==> src/rtl/serial_greater_than_if.sv <==
// Bundle of signals between serial_greater_than, its client, and the external
// 2-bit slice comparator.
interface serial_greater_than_if #(
    parameter int W = 8
);
    logic         start;
    logic [W-1:0] a;
    logic [W-1:0] b;
    logic [1:0]   slice_a;
    logic [1:0]   slice_b;
    logic         slice_gt;
    logic         busy;
    logic         done;
    logic         gt;
    logic         lt;
    logic         eq;

    modport master (
        output start, a, b, slice_gt,
        input  slice_a, slice_b, busy, done, gt, lt, eq
    );

    modport slave (
        input  start, a, b, slice_gt,
        output slice_a, slice_b, busy, done, gt, lt, eq
    );
endinterface

==> src/rtl/serial_greater_than.sv <==
// Sequential unsigned magnitude comparator: resolves two W-bit operands two bits
// per clock, MSB first, using an external combinational 2-bit gt slice.
module serial_greater_than #(
    parameter int W = 8
) (
    input  logic                  clk,
    input  logic                  reset,
    serial_greater_than_if.slave  bus
);
    localparam int N  = W / 2;
    localparam int CW = (N > 1) ? $clog2(N) : 1;

    typedef enum logic [1:0] {
        IDLE = 2'd0,
        RUN  = 2'd1,
        DONE = 2'd2
    } state_t;

    state_t         state_r, state_nxt_s;
    logic [W-1:0]   ra_r, rb_r, ra_nxt_s, rb_nxt_s;
    logic [CW-1:0]  cnt_r, cnt_nxt_s;
    logic           decided_r, wgt_r, wlt_r;
    logic           decided_nxt_s, wgt_nxt_s, wlt_nxt_s;
    logic           gt_r, lt_r, eq_r, gt_nxt_s, lt_nxt_s, eq_nxt_s;
    logic           busy_r, done_r;
    logic [1:0]     slice_a_s, slice_b_s;
    logic           seq_s;

    assign slice_a_s = ra_r[W-1 -: 2];
    assign slice_b_s = rb_r[W-1 -: 2];
    assign seq_s     = (slice_a_s == slice_b_s);

    // State register
    always_ff @(posedge clk) begin
        if (reset) begin
            state_r <= IDLE;
        end else begin
            state_r <= state_nxt_s;
        end
    end

    // Next-state logic; the last RUN cycle is the one that sees cnt_r == 0
    always_comb begin
        state_nxt_s = state_r;
        case (state_r)
            IDLE: begin
                if (bus.start) begin
                    state_nxt_s = RUN;
                end else begin
                    state_nxt_s = IDLE;
                end
            end
            RUN: begin
                if (cnt_r == {CW{1'b0}}) begin
                    state_nxt_s = DONE;
                end else begin
                    state_nxt_s = RUN;
                end
            end
            DONE:    state_nxt_s = IDLE;
            default: state_nxt_s = IDLE;
        endcase
    end

    // Datapath next values; results are published on the edge entering DONE
    // so they are already valid while done is high
    always_comb begin
        ra_nxt_s      = ra_r;
        rb_nxt_s      = rb_r;
        cnt_nxt_s     = cnt_r;
        decided_nxt_s = decided_r;
        wgt_nxt_s     = wgt_r;
        wlt_nxt_s     = wlt_r;
        gt_nxt_s      = gt_r;
        lt_nxt_s      = lt_r;
        eq_nxt_s      = eq_r;
        case (state_r)
            IDLE: begin
                if (bus.start) begin
                    ra_nxt_s      = bus.a;
                    rb_nxt_s      = bus.b;
                    cnt_nxt_s     = CW'(N - 1);
                    decided_nxt_s = 1'b0;
                    wgt_nxt_s     = 1'b0;
                    wlt_nxt_s     = 1'b0;
                end else begin
                    ra_nxt_s = ra_r;
                end
            end
            RUN: begin
                if (!decided_r && bus.slice_gt) begin
                    wgt_nxt_s     = 1'b1;
                    decided_nxt_s = 1'b1;
                end else if (!decided_r && !seq_s) begin
                    wlt_nxt_s     = 1'b1;
                    decided_nxt_s = 1'b1;
                end else begin
                    decided_nxt_s = decided_r;
                end
                ra_nxt_s  = ra_r << 2;
                rb_nxt_s  = rb_r << 2;
                cnt_nxt_s = cnt_r - CW'(1);
                if (cnt_r == {CW{1'b0}}) begin
                    cnt_nxt_s = {CW{1'b0}};
                    gt_nxt_s  = wgt_nxt_s;
                    lt_nxt_s  = wlt_nxt_s;
                    eq_nxt_s  = ~(wgt_nxt_s | wlt_nxt_s);
                end else begin
                    gt_nxt_s  = gt_r;
                end
            end
            DONE:    ra_nxt_s = ra_r;
            default: ra_nxt_s = ra_r;
        endcase
    end

    // Datapath and output registers
    always_ff @(posedge clk) begin
        if (reset) begin
            ra_r      <= {W{1'b0}};
            rb_r      <= {W{1'b0}};
            cnt_r     <= {CW{1'b0}};
            decided_r <= 1'b0;
            wgt_r     <= 1'b0;
            wlt_r     <= 1'b0;
            gt_r      <= 1'b0;
            lt_r      <= 1'b0;
            eq_r      <= 1'b0;
            busy_r    <= 1'b0;
            done_r    <= 1'b0;
        end else begin
            ra_r      <= ra_nxt_s;
            rb_r      <= rb_nxt_s;
            cnt_r     <= cnt_nxt_s;
            decided_r <= decided_nxt_s;
            wgt_r     <= wgt_nxt_s;
            wlt_r     <= wlt_nxt_s;
            gt_r      <= gt_nxt_s;
            lt_r      <= lt_nxt_s;
            eq_r      <= eq_nxt_s;
            busy_r    <= (state_nxt_s == RUN);
            done_r    <= (state_nxt_s == DONE);
        end
    end

    assign bus.slice_a = slice_a_s;
    assign bus.slice_b = slice_b_s;
    assign bus.busy    = busy_r;
    assign bus.done    = done_r;
    assign bus.gt      = gt_r;
    assign bus.lt      = lt_r;
    assign bus.eq      = eq_r;
endmodule

==> src/flat_wrapper.sv <==
// flat-port wrapper written by rule: the top's interface ports become plain ports
module serial_greater_than_flat 
#(
    parameter int W = 8
)
  (clk, reset, bus_start, bus_a, bus_b, bus_slice_gt, bus_slice_a, bus_slice_b, bus_busy, bus_done, bus_gt, bus_lt, bus_eq);
  serial_greater_than_if #(.W(W)) bus_i ();
  input  logic clk;
  input  logic reset;
  input wire logic [$bits(bus_i.start)-1:0] bus_start;
  input wire logic [$bits(bus_i.a)-1:0] bus_a;
  input wire logic [$bits(bus_i.b)-1:0] bus_b;
  input wire logic [$bits(bus_i.slice_gt)-1:0] bus_slice_gt;
  output wire logic [$bits(bus_i.slice_a)-1:0] bus_slice_a;
  output wire logic [$bits(bus_i.slice_b)-1:0] bus_slice_b;
  output wire logic [$bits(bus_i.busy)-1:0] bus_busy;
  output wire logic [$bits(bus_i.done)-1:0] bus_done;
  output wire logic [$bits(bus_i.gt)-1:0] bus_gt;
  output wire logic [$bits(bus_i.lt)-1:0] bus_lt;
  output wire logic [$bits(bus_i.eq)-1:0] bus_eq;
  assign bus_i.start = bus_start;
  assign bus_i.a = bus_a;
  assign bus_i.b = bus_b;
  assign bus_i.slice_gt = bus_slice_gt;
  assign bus_slice_a = bus_i.slice_a;
  assign bus_slice_b = bus_i.slice_b;
  assign bus_busy = bus_i.busy;
  assign bus_done = bus_i.done;
  assign bus_gt = bus_i.gt;
  assign bus_lt = bus_i.lt;
  assign bus_eq = bus_i.eq;
  serial_greater_than #(.W(W)) u_core (.clk(clk), .reset(reset), .bus(bus_i));
endmodule
==> config.mk <==
export PLATFORM = sky130hd
export DESIGN_NAME = serial_greater_than_flat
export DESIGN_NICKNAME = d
export VERILOG_FILES = /design/src/rtl/serial_greater_than_if.sv /design/src/rtl/serial_greater_than.sv /design/src/flat_wrapper.sv
export SDC_FILE = /design/constraint.sdc
export NUM_CORES = 1
export LEC_CHECK = 0
export BUFFER_PORTS_ARGS = -buffer_cell sky130_fd_sc_hd__clkbuf_2
export CAP_MARGIN = 20
export CORE_UTILIZATION = 46
export DETAILED_ROUTE_END_ITERATION = 6
export PLACE_DENSITY = 0.74
export SLEW_MARGIN = 20
export SYNTH_ARGS = -nofsm -noshare
export SYNTH_HDL_FRONTEND = slang
export SYNTH_SLANG_ARGS = --single-unit
==> constraint.sdc <==
create_clock -name clk -period 1.3 [get_ports clk]
set_input_delay 0.065 -clock clk [delete_from_list [all_inputs] [get_ports clk]]
set_output_delay 0.065 -clock clk [all_outputs]
set_load 0.02 [all_outputs]
== Word-level counts from Yosys, hierarchy flattened ==
Cells that the tools add are included.
Widths: inputs -> output; s select.

* Reductions and logical operators: 10
* Bitwise logic cells: 2
* Equality and inequality tests: 6
* Multiplexer cells: 21
* Add/subtract/negate cells: 1

{| class="wikitable"
|+ Operators by type and width
! kind !! number
|-
| $pmux 8 s2 || 2
|-
| $mux 8 || 2
|-
| $mux 1 || 9
|-
| $pmux 2 s2 || 2
|-
| $mux 2 || 3
|-
| $pmux 1 s2 || 3
|-
| $eq 2x1->1 const B || 2
|-
| $logic_not 2->1 || 2
|-
| $reduce_and 2->1 || 2
|-
| $ne 3x1->1 const B || 1
|-
| $reduce_and 3->1 || 1
|-
| $eq 2x2->1 || 1
|-
| $eq 2x2->1 const B || 1
|-
| $logic_and 1x1->1 || 2
|-
| $logic_not 1->1 || 2
|-
| $ne 2x2->1 const B || 1
|-
| $reduce_bool 2->1 || 1
|-
| $sub 2x1->2 const B || 1
|-
| $not 1->1 || 1
|-
| $or 1x1->1 || 1
|}

* Bits of input ports: 20
* Output and inout port bits: 9
* Register bits after elaboration: 28
* Word-level logic and storage cells: 52

== Depth between registers and ports, before layout ==
* Word-level depth: 8
* Mapped depth: 5
* Gate-level depth less buffers: 3

== Least setup slack after synthesis ==
OpenSTA, ideal clock, no wires.

* Path kind: register -> register
* From: register u_core.cnt_r[0]
* To: register u_core.eq_r (netlist: u_core.bus.eq)
* Arrival: 1.311 ns
* Path slack: -0.072 ns
* Setup time: 0.060 ns
* Path buffers: 1
* Required time: 1.240 ns
* Stages on the path, launching flop included: 5
* Period minus slack after synthesis: 1.372 ns
* Cell sequence: dfxtp_1 > or4b_1 > clkbuf_2 > nor3_2 > a32o_1

* Word-level cells in the longest chain between the ends: 2

{| class="wikitable"
|+ RTL lines
! item !! line !! RTL
|-
| start: declaration || serial_greater_than.sv:21 || <nowiki>logic [CW-1:0] cnt_r, cnt_nxt_s;</nowiki>
|-
| start signal: assignment || serial_greater_than.sv:122 || <nowiki>cnt_r <= {CW{1'b0}};</nowiki>
|-
| start signal: assignment || serial_greater_than.sv:134 || <nowiki>cnt_r <= cnt_nxt_s;</nowiki>
|-
| $logic_not 2->1 || serial_greater_than.sv:103 || <nowiki>if (cnt_r == {CW{1'b0}}) begin</nowiki>
|-
| $reduce_and 2->1 (no source line) || -- ||
|-
| end signal: assignment || serial_greater_than.sv:140 || <nowiki>eq_r <= eq_nxt_s;</nowiki>
|-
| end: declaration || serial_greater_than.sv:24 || <nowiki>logic gt_r, lt_r, eq_r, gt_nxt_s, lt_nxt_s, eq_nxt_s;</nowiki>
|}

Every way passes these cells.
A chain may end at the register's enable or synchronous reset.

== Final worst setup path ==
Same ends and word-level chain as after synthesis.

==> results.sh <==
export IMPL_rrSetupSlack_ns=-0.006
export IMPL_status="finished, violations left"
export IMPL_fin_crit_ns=1.31
export IMPL_hold_depth=3
export IMPL_synthFlopType="dfxtp_1"
export IMPL_wl_per_cell_um=12.9
export IMPL_grtUsageTotal_pct=20.5
export IMPL_peakVddDrop_uv=794
export IMPL_ys_ff_latch=28
export IMPL_grt_max_degree=16
export IMPL_synth_cell_types=28
export IMPL_synth_seq_area_share_pct=47.4
export IMPL_drt_pass1_iterations=4
export IMPL_grt_overflow=0
export IMPL_antenna_found_initial=0
export IMPL_tightest_slew_ns=0.391
export IMPL_crit_type="reg -> reg"
export IMPL_setup_ws_ns=-0.00630
export IMPL_fin_crit_sh_pct=100
export IMPL_die_w_um=52.7
export IMPL_dieArea_sq_mm=0.00278
export IMPL_power_share_clock_pct=22.1
export IMPL_synth_area_leaders="dfxtp_1 47%, o21ai_0 6.8%, a21oi_1 6.3%"
export IMPL_synth_largest_area_cell="dfxtp_1"
export IMPL_worst_clock_skew_ns=0.00771
export IMPL_r2r_end="u_core.bus.eq$_SDFFE_PP0P_"
export IMPL_maxSlewHeadroom_pct=73.9
export IMPL_dp_slack_ns=-0.0830
export IMPL_clk_latency_ns=0.32
export IMPL_power_switching_uw=553
export IMPL_clockBufferDepth=2
export IMPL_cpMaxStageDelayCell="or4b_4"
export IMPL_grt_pass1_wl_um=4110
export IMPL_finalSetupTns_ns=-0.00630
export IMPL_cp_end_kind="flip-flop"
export IMPL_synth_edf_count=0
export IMPL_rr_worst_depth=3
export IMPL_ant_nets=0
export IMPL_instances_no_fill=197
export IMPL_vias=1076
export IMPL_drt_wl_total_um=2540
export IMPL_core_sq_mm=0.00245
export IMPL_syn_area_sq_mm=0.00118
export IMPL_power_density_mw_per_mm2=1280
export IMPL_drtIter0Drc=20
export IMPL_fin_area_sq_mm=0.00147
export IMPL_r2r_start="u_core.cnt_r[0]$_SDFFE_PP0P_"
export IMPL_dp_cells=188
export IMPL_leakage_uw=0.000610
export IMPL_ctsHtreeMaxLevel=1
export IMPL_fmax_mhz=766
export IMPL_viasPerCell=5.46
export IMPL_final_max_slew_viol_count=0
export IMPL_max_cap_viol_count=0
export IMPL_cp_start_kind="flip-flop"
export IMPL_die_h_um=52.7
export IMPL_cp_arrival_ns=1.58
export IMPL_postSynthCellCount=136
export IMPL_rsz0062_at_grt="yes"
export IMPL_p_int_uw=1330
export IMPL_numPortBuffers=28
export IMPL_cpPeakStageDelay_ns=0.59
export IMPL_hold_path_end="u_core.ra_r[2]$_SDFFE_PP0P_"
export IMPL_place_area_sq_mm=0.00137
export IMPL_critPathMaxFanout=6
export IMPL_nets=188
export IMPL_io_pins=29
export IMPL_gp_congestion=0.743
export IMPL_areaGrowthSynthToFinish_pct=23.9
export IMPL_finalHoldViolations=0
export IMPL_cts_clk_slew_worst_paths_ns=0.15
export IMPL_rows=18
export IMPL_synth_area_per_cell_sq_um=8.70
export IMPL_cp_data_required_time_ns=1.57
export IMPL_crit_path_cell_trace="or4b_4, nor3_4, a32o_1"
export IMPL_setup_violations=1
export IMPL_clockRootBuffer="clkbuf_4"
export IMPL_violations="negative setup slack"
export IMPL_drive_gt1_share_pct=29.9
export IMPL_hp_class="in -> reg"
export IMPL_numCtsBuffers=3
export IMPL_initial_utilization_pct=48.2
export IMPL_p_seq_share_pct=53.3
export IMPL_power_frac_comb_pct=24.6
export IMPL_grt_pass1_vias=962
export IMPL_syn_num_nets=156
export IMPL_hpwl_um=1710
export IMPL_async_flop_share_pct=0
export IMPL_synth_top_area_share_pct=47.4
export IMPL_clock_sinks=28
export IMPL_antenna_cells=0
export IMPL_p_sw_share_pct=29.4
export IMPL_remaining_drc_errors=0
export IMPL_hold_start="bus_a[2]"
export IMPL_cts_tree="built"
export IMPL_ys_warn_count=0
how the worst max path moves through the flow:
| stage | start | cells after the start | slack [ns] | end |
|---|---|---|---|---|
| after global routing | u_core.cnt_r[0]$_SDFFE_PP0P_ | 3 | -0.07 | u_core.bus.eq$_SDFFE_PP0P_ |
| after floorplan | u_core.cnt_r[1]$_SDFFE_PP0P_ | 4 | -0.02 | u_core.bus.eq$_SDFFE_PP0P_ |
| final | u_core.cnt_r[0]$_SDFFE_PP0P_ | 3 | -0.006 | u_core.bus.eq$_SDFFE_PP0P_ |
| after detailed placement | u_core.state_r[1]$_SDFF_PP0_ | 3 | -0.08 | u_core.bus.eq$_SDFFE_PP0P_ |
| after global placement | u_core.state_r[1]$_SDFF_PP0_ | 3 | -0.04 | u_core.bus.eq$_SDFFE_PP0P_ |
| after CTS | u_core.cnt_r[1]$_SDFFE_PP0P_ | 3 | -0.01 | u_core.bus.eq$_SDFFE_PP0P_ |
state kept, by name, summed over array words and instances, names as in the netlist, 2 cells and up:
signal          cells
u_core.ra_r         8
u_core.rb_r         8
u_core.cnt_r        2
u_core.state_r      2
power by group through the flow:
stage          combinational [uW]  sequential (uW)  clock (uW)
5_1_grt                       510             1010         470
2_1_floorplan                 297             1030           0
3_5_place_dp                  432             1020           0
4_1_cts                       449             1000         437
6_report                      462             1000         416
3_3_place_gp                  423             1020           0
metal layers:
layer / global-route usage (%) / wire length, um
met5: 0 / 0
met4: 7.89 / 22
met3: 4.64 / 91
met2: 35.4 / 1240
met1: 24.3 / 1180
critical path, delay by kind of cell (launching register included):
family	cells	cell delay, ns
DFF	1	0.34
AOI/OAI and AO/OA	1	0.19
and+or+nand+nor	2	0.74
metrics by stage:
step,total power [uW],util [%],hold WS [ns]
floorplan,1330,-,0.131
finish,1880,59.7,0.0257
detailed placement,1450,55.7,0.319
CTS,1890,58.9,0.0204
global route,1990,59.7,0.0329
global placement,1440,55.7,0.300
cells in the mapped netlist (3+ instances only):
cell type and count:
nor2_1 15, o22ai_1 7, o21ai_0 16, nand2b_1 3, nand2_1 3, inv_1 5
o2bb2ai_1 5, dfxtp_1 28, a22oi_1 4, nor2b_1 3, buf_4 4, a21oi_1 15
clkbuf_1 9
area by class of cell:
class	instances	area, sq um
clock buffer	4	36.3
fill	217	988
inverter	5	22.5
multi-input combinational	89	561
sequential	28	562
tap	30	37.5
timing repair buffer	40	240
timing repair inverter	1	7.51
cells in the final DEF, fill, tap and decap left out, types with 4 or more instances in the layout:
cell type      instances
clkbuf_2              28
dfxtp_1               27
o21ai_0               16
nor2_1                15
a21oi_1               15
buf_4                  8
o22ai_1                7
o2bb2ai_1              5
inv_1                  4
a22oi_1                4
dlygate4sd3_1          4
repair_timing:
action | 4_1_cts | 5_1_grt
hold buffers | 4 | 0
pin swaps | 1 | 1
resized for setup | 1 | 4
hold endpoints to repair | 4 | 0
setup endpoints to repair | 5 | 6
setup buffers | 0 | 0
gates cloned | 0 | 1
cells by family (layout without fill, tap and decap cells):
family	after synthesis	after routing	share of synthesized area [%]
DFF	28	28	47.4
and+or+nand+nor	29	29	12.5
AOI/OAI and AO/OA	58	58	31.3
buffers and inverters	19	50	7.40
xor gates and xnor gates	2	2	1.48
Note: power is estimated with default switching activity, not from simulation.
